$ cat src/rtl/expr_eval_if.sv
// expr_eval_if: character stream in, recognizer status and running result out.
interface expr_eval_if #(parameter int W = 16);
  logic in_valid;
  logic [7:0] in;
  logic valid;
  logic done;
  logic err;
  logic [W-1:0] result;
  modport master(output in_valid, in, input valid, done, err, result);
  modport slave(input in_valid, in, output valid, done, err, result);
endinterface

$ cat src/rtl/expr_eval.sv
// expr_eval: streaming recognizer/evaluator for number (op number)* with * above +/-, ended by =.
module expr_eval #(
  parameter int W = 16,
  parameter int MAX_DIGITS = 5,
  parameter int ALLOW_SUB = 1
) (
  input logic clk,
  input logic clr,
  expr_eval_if.slave bus
);
  localparam int ND = $clog2(MAX_DIGITS + 1);
  localparam logic [1:0] START = 2'd0, NUM = 2'd1, OP = 2'd2, ERR = 2'd3;
  logic [1:0] state, state_n;
  logic [W-1:0] sum, sum_n, prod, prod_n, num, num_n, res, res_n, d, grow, term;
  logic [ND-1:0] ndig, ndig_n;
  logic neg, neg_n, done, done_n, wipe;
  logic is_dig, is_add, is_sub, is_mul, is_eq;
  always_comb begin
    is_dig = bus.in >= 8'h30 && bus.in <= 8'h39;
    is_add = bus.in == 8'h2b;
    is_sub = ALLOW_SUB != 0 && bus.in == 8'h2d;
    is_mul = bus.in == 8'h2a;
    is_eq = bus.in == 8'h3d;
    d = W'(bus.in[3:0]);
    grow = num * W'(10) + d;
    term = prod * num;
    state_n = state;
    sum_n = sum;
    prod_n = prod;
    num_n = num;
    neg_n = neg;
    ndig_n = ndig;
    done_n = 1'b0;
    wipe = 1'b0;
    if (bus.in_valid)
      case (state)
        START, OP: begin
          state_n = is_dig ? NUM : ERR;
          num_n = d;
          ndig_n = ND'(1);
        end
        NUM:
          if (is_dig) begin
            state_n = ndig < ND'(MAX_DIGITS) ? NUM : ERR;
            num_n = grow;
            ndig_n = ndig + ND'(1);
          end else if (is_add || is_sub) begin
            sum_n = neg ? sum - term : sum + term;
            neg_n = is_sub;
            prod_n = W'(1);
            state_n = OP;
          end else if (is_mul) begin
            prod_n = term;
            state_n = OP;
          end else if (is_eq) begin
            state_n = START;
            done_n = 1'b1;
            wipe = 1'b1;
          end else state_n = ERR;
        default:
          if (is_eq) begin
            state_n = START;
            wipe = 1'b1;
          end
      endcase
    if (wipe) begin
      sum_n = '0;
      prod_n = W'(1);
      neg_n = 1'b0;
      num_n = '0;
      ndig_n = '0;
    end
    // result tracks the partial value only while the stream ends in a digit
    res_n = state_n == NUM ? (neg ? sum - prod * num_n : sum + prod * num_n) : res;
  end
  always_ff @(posedge clk or posedge clr)
    if (clr) begin
      state <= START;
      sum <= '0;
      prod <= W'(1);
      num <= '0;
      neg <= 1'b0;
      ndig <= '0;
      res <= '0;
      done <= 1'b0;
    end else begin
      state <= state_n;
      sum <= sum_n;
      prod <= prod_n;
      num <= num_n;
      neg <= neg_n;
      ndig <= ndig_n;
      res <= res_n;
      done <= done_n;
    end
  assign bus.valid = state == NUM;
  assign bus.err = state == ERR;
  assign bus.done = done;
  assign bus.result = res;
endmodule

$ cat src/flat_wrapper.sv
// flat-port wrapper written by rule: the top's interface ports become plain ports
module expr_eval_flat 
#(
  parameter int W = 16,
  parameter int MAX_DIGITS = 5,
  parameter int ALLOW_SUB = 1
)
  (clk, clr, bus_in_valid, bus_in, bus_valid, bus_done, bus_err, bus_result);
  expr_eval_if #(.W(W)) bus_i ();
  input logic clk;
  input logic clr;
  input wire logic [$bits(bus_i.in_valid)-1:0] bus_in_valid;
  input wire logic [$bits(bus_i.in)-1:0] bus_in;
  output wire logic [$bits(bus_i.valid)-1:0] bus_valid;
  output wire logic [$bits(bus_i.done)-1:0] bus_done;
  output wire logic [$bits(bus_i.err)-1:0] bus_err;
  output wire logic [$bits(bus_i.result)-1:0] bus_result;
  assign bus_i.in_valid = bus_in_valid;
  assign bus_i.in = bus_in;
  assign bus_valid = bus_i.valid;
  assign bus_done = bus_i.done;
  assign bus_err = bus_i.err;
  assign bus_result = bus_i.result;
  expr_eval #(.W(W), .MAX_DIGITS(MAX_DIGITS), .ALLOW_SUB(ALLOW_SUB)) u_core (.clk(clk), .clr(clr), .bus(bus_i));
endmodule
$ cat config.mk
export PLATFORM = sky130hd
export DESIGN_NAME = expr_eval_flat
export DESIGN_NICKNAME = d
export VERILOG_FILES = /design/src/rtl/expr_eval_if.sv /design/src/rtl/expr_eval.sv /design/src/flat_wrapper.sv
export SDC_FILE = /design/constraint.sdc
export NUM_CORES = 1
export LEC_CHECK = 0
export BUFFER_PORTS_ARGS = -buffer_cell sky130_fd_sc_hd__buf_2
export CAP_MARGIN = 20
export CORE_UTILIZATION = 68
export CTS_BUF_LIST = sky130_fd_sc_hd__clkbuf_8
export CTS_CLUSTER_SIZE = 14
export DETAILED_ROUTE_END_ITERATION = 8
export PLACE_DENSITY = 0.95
export RECOVER_POWER = 100
export SYNTH_ARGS = -nofsm -noshare
export SYNTH_HDL_FRONTEND = slang
export SYNTH_SLANG_ARGS = --single-unit
$ cat constraint.sdc
create_clock -name clk -period 18.95 [get_ports clk]
set_input_delay 5.685 -clock clk [delete_from_list [all_inputs] [get_ports clk]]
set_output_delay 5.685 -clock clk [all_outputs]
set_load 0.03 [all_outputs]
Yosys cells after proc, flatten, opt, wreduce, memory -nomap -nowiden
Cells that the tools add are included.
Storage, ports and cells
  input bits: 11
  word-level logic and storage cells: 85
  register bits: 71
  output and inout port bits: 19
Operators by class
  eq/ne operators: 10
  reduce and logical (&&, ||, !) cells: 12
  mux-type cells: 43
  add/subtract/negate cells: 6
  $lt $le $gt $ge: 3
  $mul: 3
Operators by type and width (number)
  16-bit 2-to-1 mux: 16
  16-bit adder: 2
  8-bit by 6-bit == test with 1-bit output, second input constant: 4
  16-bit by 16-bit multiplier with 16-bit output: 2
  16-bit case mux with 2 select lines: 1
  16-bit subtractor: 2
  16-bit by 4-bit adder with 16-bit output: 1
  16-bit by 3-bit multiplier with 15-bit output, second input constant: 1
  2-bit 2-to-1 mux: 8
  1-bit 2-to-1 mux: 12
  3-bit 2-to-1 mux: 3
  8-bit by 6-bit >= comparator with 1-bit output, second input constant: 1
  8-bit by 6-bit less-or-equal comparator with 1-bit output, second input constant: 1
  4-bit AND reduction: 2
  3-bit case mux with 2 select lines: 1
  2-bit nonzero test: 3
  3-bit nonzero test: 2
  2-bit by 1-bit == test with 1-bit output, second input constant: 2
  2-bit == test, second input constant: 2
  2-bit case mux with 2 select lines: 1
  3-bit by 1-bit adder with 3-bit output, second input constant: 1
  3-bit < comparator, second input constant: 1
  3-bit by 1-bit != test with 1-bit output, second input constant: 1
  3-bit AND reduction: 1
  other kinds (6): 6

Logic depth before layout (Yosys ltp)
Gate-level depths: netlist of the first run.
  depth in word-level cells: 11
  depth in mapped cells: 37
  mapped depth without buffers: 37

Worst setup path before layout of the first run
Ideal clock, no wire load.
  path kind: input to register
  start: input port bus_in[1]
  end: register u_core.res[15], in the netlist u_core.bus.result[15]
  buffers on the path: 0
  data required time: 18874 ps
  slack: 6125 ps
  stages: 33
  arrival time: 12749 ps
  library setup time: 76 ps
  path through: ha_1 -> inv_1 -> fa_1 -> inv_1 -> a21o_1 -> nand4_1 -> xnor2_1 -> a32oi_1 -> nor2_1 -> nand2_1 -> fa_1 -> inv_1 -> fa_1 -> inv_1 -> fa_1 -> inv_1 -> fa_1 -> inv_1 -> fa_1 -> inv_1 -> fa_1 -> xnor2_1 -> xnor2_1 -> xnor2_1 -> xnor2_1 -> xnor2_1 -> xnor3_1 -> xnor2_1 -> xnor2_1 -> xnor3_1 -> xnor3_1 -> xnor3_1 -> o21ai_1
On the way
  cells in the longest elaborated chain, start to end: 11
  elaborated cells on any way between the ends: 32
  classes of those cells: 3 x add/sub; 1 x mul; 2 x order compare; 5 x eq/ne; 19 x mux; 2 x reduce/logical
RTL lines
  start: declaration: RTL line flat_wrapper.sv:13  | input wire logic [$bits(bus_i.in)-1:0] bus_in;
  parallel branches: the longest is 7 deep, another holds 16-bit by 4-bit adder with 16-bit output
  16-bit 2-to-1 mux *: RTL line expr_eval.sv:66  | if (wipe) begin
  net u_core.num_n[7]: RTL line expr_eval.sv:14  | logic [W-1:0] sum, sum_n, prod, prod_n, num, num_n, res, res_n, d, grow, term;
  16-bit by 16-bit multiplier with 16-bit output *: RTL line expr_eval.sv:74  | res_n = state_n == NUM ? (neg ? sum - prod * num_n : sum + prod * num_n) : res;
  16-bit adder or 16-bit subtractor (tied branches): RTL line expr_eval.sv:74
  16-bit 2-to-1 mux *: RTL line expr_eval.sv:74
  end signal: assignment: RTL line expr_eval.sv:93  | res <= res_n;
  end: declaration: RTL line expr_eval.sv:14
Mark *: on every way through the listed nets, which the timed path passes.
A chain may end at the register's enable or synchronous reset.

Final worst setup path of the first run
  start: input port bus_in[5]
  end: register u_core.res[15], in the netlist u_core.bus.result[15]
On the way
  cells in the longest elaborated chain, start to end: 11
  elaborated cells on any way between the ends: 31
  classes of those cells: 2 x add/sub; 1 x mul; 2 x order compare; 5 x eq/ne; 19 x mux; 2 x reduce/logical
RTL lines
  8-bit by 6-bit == test with 1-bit output: RTL line expr_eval.sv:23  | is_eq = bus.in == 8'h3d;
  1-bit 2-to-1 mux: RTL line expr_eval.sv:55, expr_eval.sv:61
  1-bit 2-to-1 mux: RTL line expr_eval.sv:52  | end else if (is_mul) begin
  1-bit 2-to-1 mux: RTL line expr_eval.sv:47  | end else if (is_add || is_sub) begin
  1-bit 2-to-1 mux: RTL line expr_eval.sv:43  | if (is_dig) begin
  1-bit case mux with 2 select lines: RTL line expr_eval.sv:36  | case (state)
  1-bit 2-to-1 mux: RTL line expr_eval.sv:35  | if (bus.in_valid)
  16-bit 2-to-1 mux: RTL line expr_eval.sv:66
  16-bit by 16-bit multiplier with 16-bit output: RTL line expr_eval.sv:74
  16-bit adder or 16-bit subtractor (tied branches): RTL line expr_eval.sv:74
  16-bit 2-to-1 mux: RTL line expr_eval.sv:74
Several ways; a longest one is shown, not always the timed one.

==> results.yml, run 1 <==
status:
  status: "finished with violations"
  violations: "capacitance limit, slew limit"
floorplanning:
  core_mm2: 0.0195
  placementRows: 51
  io_pins: 30
  die_w_um: 144
  die_area_mm2: 0.0206
  die_h_um: 144
  start_util: 0.698
hold_path:
  hold_class: "reg -> reg"
  holdPathStages: 2
clock_network:
  cts_tree: "done"
  cts_hold_buffers: 0
  root_buffer: "clkbuf_8"
  clock_path_buffers: 2
  cts_resized: 0
  cts_setup_buffers: 0
  htreeDepth: 3
  clk_latency_ns: 0.38
  numCtsBuffers: 9
  clock-sinks: 71
  clk_pin_slew_ns: 0.09
timing:
  hold_viol: 0
  rsz0062_at_grt: "no"
  post-route-period-util: 0.753
  skew_ns: 0.0162
  setup_viol: 0
  slew_headroom: -1.64
  worstMarginPinSlew_ns: 3.96
  fin_setup_tns_ns: 0
  final_max_slew_viol_count: 82
  setup_ws_ns: 4.69
  max_freq_ghz: 0.0701
  min_period_ns: 14.26
place:
  routabilityCongestion: 0.922
  place_hpwl_mm: 26.4
  dpl_worst_slack_ns: 5.12
  numPortBuffers: 29
final_layout:
  nets: 1937
  fin_util: 0.719
  area_delta_synth_final_pct: 2.98
  n_antenna_cell: 0
  drive_gt1_frac: 0.0311
logic_synthesis:
  yosysSeqAreaShare: 0.130
  synth.distinct_cells: 70
  synth-seq-cells: 71
  synthArstFlopShare: 1.00
  synth_edf_count: 0
  postSynthCellCount: 1616
  synth_nets: 1948
  syn-mean-instance-area_um2: 8.43
  netlist_area_mm2: 0.0136
  ys.flop_type: "dfrtp_1"
  ys_warn_count: 0
drt:
  dr_total_vias: 11500
  via_per_inst: 6.14
  firstDrtPassIters: 6
  drc_errors: 0
  ant_nets: 0
  post_drt_wl_per_cell_um: 18.9
  drtIter0Drc: 982
  routed_wl_mm: 35.4
setup_path:
  crit_type: "in -> reg"
  crit_fanout: 16
  cp_num_buf_inv: 6
  start_kind: "primary input"
  reg2reg_from: "u_core.num[1]"
  critical_path_arrival_ns: 14.55
  r2r_cells: 32
  max_stage_delay_ns: 1.08
  cp.depth: 32
  crit_path_end: "u_core.bus.result[15]"
  r2r_setup_slack_ns: 8.72
  crit_family: "compound AO/OA/AOI/OAI gates"
  end_kind: "flop"
  crit_top_cell: "inv_1"
  critPathSlowestCell: "o21ai_0"
  r2r-end: "u_core.bus.result[15]"
  crit_start: "bus_in[5]"
  crit_required_ns: 19.23
power_and_ir_drop:
  leakage_nw: 6.92
  max-vdd-ir-drop_mv: 0.0568
  power_per_cell_area_mw_per_mm2: 26.1
grt:
  grt_max_degree: 72
  overflow: 0
  antenna_found_initial: 0
  grt_pass1_vias: 12700
  grt_use_total: 0.376
  grt_pass1_wl_mm: 59.9
flow_run:
  max_cap_viol_count: 2
## tightest hold or removal path, delay by kind of cell, from the launching register on
kind             cells  cell delay, ns
flip-flops           1            0.36
AO/OA/AOI/OAI        1            0.06
AND/OR/NAND/NOR      1            0.05
## kinds of logic after synthesis
group / after synthesis / share of synthesized area
AO/OA/AOI/OAI: 221 / 0.103
XOR/XNOR: 150 / 0.102
flip-flops: 71 / 0.130
multiplexers: 5 / 0.00404
buffers and inverters: 335 / 0.0931
adder cells (fa/ha/maj): 321 / 0.385
AND/OR/NAND/NOR: 513 / 0.182
## sequential cells by signal, indices dropped and copies added (netlist names)
signal	count
u_core.prod	16
u_core.sum	16
u_core.neg	1
u_core.bus.done	1
u_core.num	16
u_core.ndig	3
u_core.state	2
u_core.bus.result	16
## worst min path at each step
stage | endpoint | from | slack, ns
2_1_floorplan | u_core.sum[0] | u_core.sum[0] | 0.45
3_3_place_gp | u_core.bus.result[0] | u_core.bus.result[0] | 0.46
3_5_place_dp | u_core.bus.result[13] | u_core.bus.result[13] | 0.47
4_1_cts | u_core.bus.result[14] | u_core.bus.result[14] | 0.49
5_1_grt | u_core.bus.result[8] | u_core.bus.result[8] | 0.51
6_report | u_core.bus.result[5] | u_core.bus.result[5] | 0.49
## power by group
group,switching [mW],internal (mW),leakage [nW]
Combinational,0.0548,0.0291,5.87
Sequential,0.0125,0.155,0.958
Clock,0.0670,0.0477,0.0947
## through the flow
step / instances / hold WS, ns / instance area (µm²) / power [mW]
after floorplan: 1616 / 0.449 / 13600 / 0.227
after global placement: 1859 / 0.457 / 14000 / 0.249
after detailed placement: 1859 / 0.470 / 14000 / 0.252
after CTS: 1875 / 0.491 / 14100 / 0.365
after global routing: 1875 / 0.511 / 14000 / 0.377
final: 1875 / 0.493 / 14000 / 0.367
## cells in the mapped netlist (all sizes together), types with 45 or more instances
| cell type | number | area (µm²) |
|---|---|---|
| a21oi | 51 | 259 |
| and2 | 122 | 763 |
| clkbuf | 61 | 229 |
| dfrtp | 70 | 1750 |
| fa | 164 | 3280 |
| ha | 157 | 1960 |
| inv | 269 | 1010 |
| nand2 | 255 | 962 |
| nor2 | 52 | 195 |
| o21ai | 81 | 417 |
| xnor2 | 99 | 867 |
| xor2 | 45 | 394 |
## cells in the final DEF (no fill, tap or decap), types with 12 or more instances in the layout
master,Yosys,routed
inv_1,269,270
nand2_1,253,253
fa_1,164,164
ha_1,157,157
and2_1,122,117
xnor2_1,99,99
o21ai_0,72,80
dfrtp_1,70,70
nor2_1,52,52
a21oi_1,50,51
xor2_1,45,45
clkbuf_1,61,30
nor3_1,16,16
nand2b_1,13,13
a31oi_1,12,12
nor2b_1,12,12
## area by class of cell
type                    count  area, µm²
clock inverters             7       48.8
inverters                 269       1010
clock buffers               9        124
repair buffers             44        198
well taps                 265        332
fillers                  1358       5490
flip-flops and latches     71       1780
multi-input cells        1210      10500
## routing by layer
metal / vias to the layer above / track usage / wire [µm]
met5: - / 0 / 0
met3: 228 / 0.0843 / 3730
met4: 0 / 0.237 / 2350
met2: 718 / 0.633 / 16700
li1: 5044 / - / -
met1: 5521 / 0.434 / 12600
Power figures use the tool's default switching activity.
==> inputs of run 2 (changes only) <==
CORE_UTILIZATION = 67   (was 68)
clock period = 13.5 ns   (was 18.95 ns; I/O delays follow)
==> results.yml, run 2 (synthesis results as in run 1) <==
drt:
  ant_nets: 0
  via_per_inst: 6.06
  drc_errors: 0
  drtIter0Drc: 1029
  post_drt_wl_per_cell_um: 18.8
  dr_total_vias: 11400
  routed_wl_mm: 35.2
  firstDrtPassIters: 6
setup_path:
  crit_fanout: 9
  end_kind: "flop"
  cp.depth: 31
  reg2reg_from: "u_core.num[1]"
  crit_required_ns: 13.80
  r2r_cells: 32
  crit_start: "bus_in[1]"
  crit_path_end: "u_core.bus.result[15]"
  critPathSlowestCell: "o21ai_0"
  crit_family: "adder cells"
  crit_type: "in -> reg"
  crit_top_cell: "xnor2_1"
  r2r-end: "u_core.bus.result[15]"
  critical_path_arrival_ns: 12.94
  r2r_setup_slack_ns: 2.87
  cp_num_buf_inv: 6
  start_kind: "primary input"
  max_stage_delay_ns: 1.32
timing:
  rsz0062_at_grt: "no"
  hold_viol: 0
  max_freq_ghz: 0.0791
  slew_headroom: -1.64
  worstMarginPinSlew_ns: 3.96
  post-route-period-util: 0.936
  skew_ns: 0.0144
  min_period_ns: 12.64
  setup_viol: 0
  final_max_slew_viol_count: 94
  fin_setup_tns_ns: 0
floorplanning:
  die_area_mm2: 0.0209
  start_util: 0.691
  placementRows: 51
  die_h_um: 145
  die_w_um: 145
  io_pins: 30
  core_mm2: 0.0197
clock_network:
  root_buffer: "clkbuf_8"
  numCtsBuffers: 9
  cts_tree: "done"
  clk_pin_slew_ns: 0.08
  clock_path_buffers: 2
  cts_resized: 0
  clk_latency_ns: 0.39
  cts_hold_buffers: 0
  cts_setup_buffers: 0
  clock-sinks: 71
  htreeDepth: 3
status:
  status: "finished with violations"
  violations: "capacitance limit, slew limit"
final_layout:
  drive_gt1_frac: 0.0323
  layout_common_cells: "inv_1, nand2_1, fa_1"
  regArea_mm2: 0.00178
  nets: 1937
  n_fill_cell: 1357
  n_antenna_cell: 0
  final_common_cell: "inv_1"
  area_delta_synth_final_pct: 3.31
  multi_input_area_mm2: 0.0105
  fin_area_mm2: 0.0141
place:
  place_hpwl_mm: 26.2
  placed_cell_area_mm2: 0.0140
  routabilityCongestion: 0.913
  numPortBuffers: 29
power_and_ir_drop:
  leakage_nw: 6.94
  power_per_cell_area_mw_per_mm2: 39.0
  max-vdd-ir-drop_mv: 0.0992
  finalPower_mw: 0.549
grt:
  grt_use_total: 0.374
  grt_max_degree: 72
  grt_pass1_wl_mm: 59.9
  grt_pass1_vias: 12400
  antenna_found_initial: 0
  overflow: 0
hold_path:
  hold_class: "reg -> reg"
flow_run:
  max_cap_viol_count: 3
-- run 2: cell count changes in the layout (fill, tap and decap cells not counted), moves of 2 or more --
| cell | before | now |
|---|---|---|
| buf_4 | 6 | 8 |
| clkinvlp_4 | 0 | 2 |
| clkinv_2 | 2 | 0 |
| o21ai_1 | 1 | 4 |
| clkinv_4 | 3 | 1 |
| o21ai_0 | 80 | 77 |
| bufinv_16 | 0 | 2 |
| clkbuf_1 | 30 | 27 |
-- run 2: final cells by class --
type	instances	area share
Clock buffer	9	0.00880
Clock inverter	7	0.00684
Inverter	269	0.0717
Multi-Input combinational cell	1210	0.748
Sequential cell	71	0.126
Tap cell	265	0.0236
Timing Repair Buffer	44	0.0147
-- run 2: worst min path at each step --
stage / start / to / slack, ns / cells after the start
final: u_core.bus.result[0] / u_core.bus.result[0] / 0.49 / 2
after global routing: u_core.bus.result[7] / u_core.bus.result[7] / 0.52 / 2
after CTS: u_core.bus.result[0] / u_core.bus.result[0] / 0.49 / 2
after detailed placement: u_core.bus.result[4] / u_core.bus.result[4] / 0.47 / 2
after global placement: u_core.bus.result[6] / u_core.bus.result[6] / 0.46 / 2
after floorplan: u_core.sum[0] / u_core.sum[0] / 0.45 / 2
-- run 2: metrics by stage --
stage | hold WS [ns] | std cells | utilization | worst slack, ns
6_report | 0.486 | 1875 | 0.714 | 0.860
5_1_grt | 0.521 | 1875 | 0.714 | 0.407
4_1_cts | 0.489 | 1875 | 0.719 | 1.37
3_5_place_dp | 0.469 | 1859 | 0.708 | 1.16
3_3_place_gp | 0.460 | 1859 | 0.708 | 1.46
2_1_floorplan | 0.449 | 1616 | - | 2.31
-- run 2: where the power goes --
part / switching, mW / total (mW) / internal, mW
clock network: 0.0916 / 0.196 / 0.104
registers: 0.0168 / 0.235 / 0.218
logic: 0.0763 / 0.118 / 0.0416
total: 0.185 / 0.549 / 0.364
-- run 2: per-layer routing --
metal,global-route usage,part of all wire,up-vias
met4,0.222,0.065,0
met5,0,0,-
met1,0.442,0.37,5477
met2,0.625,0.47,606
li1,-,-,5059
met3,0.0821,0.095,225
-- run 2: worst min-delay path, cell delays in order, from the launching register on --
cell     delay, ns
dfrtp_1       0.35
nand2_1       0.04
o21ai_0       0.06
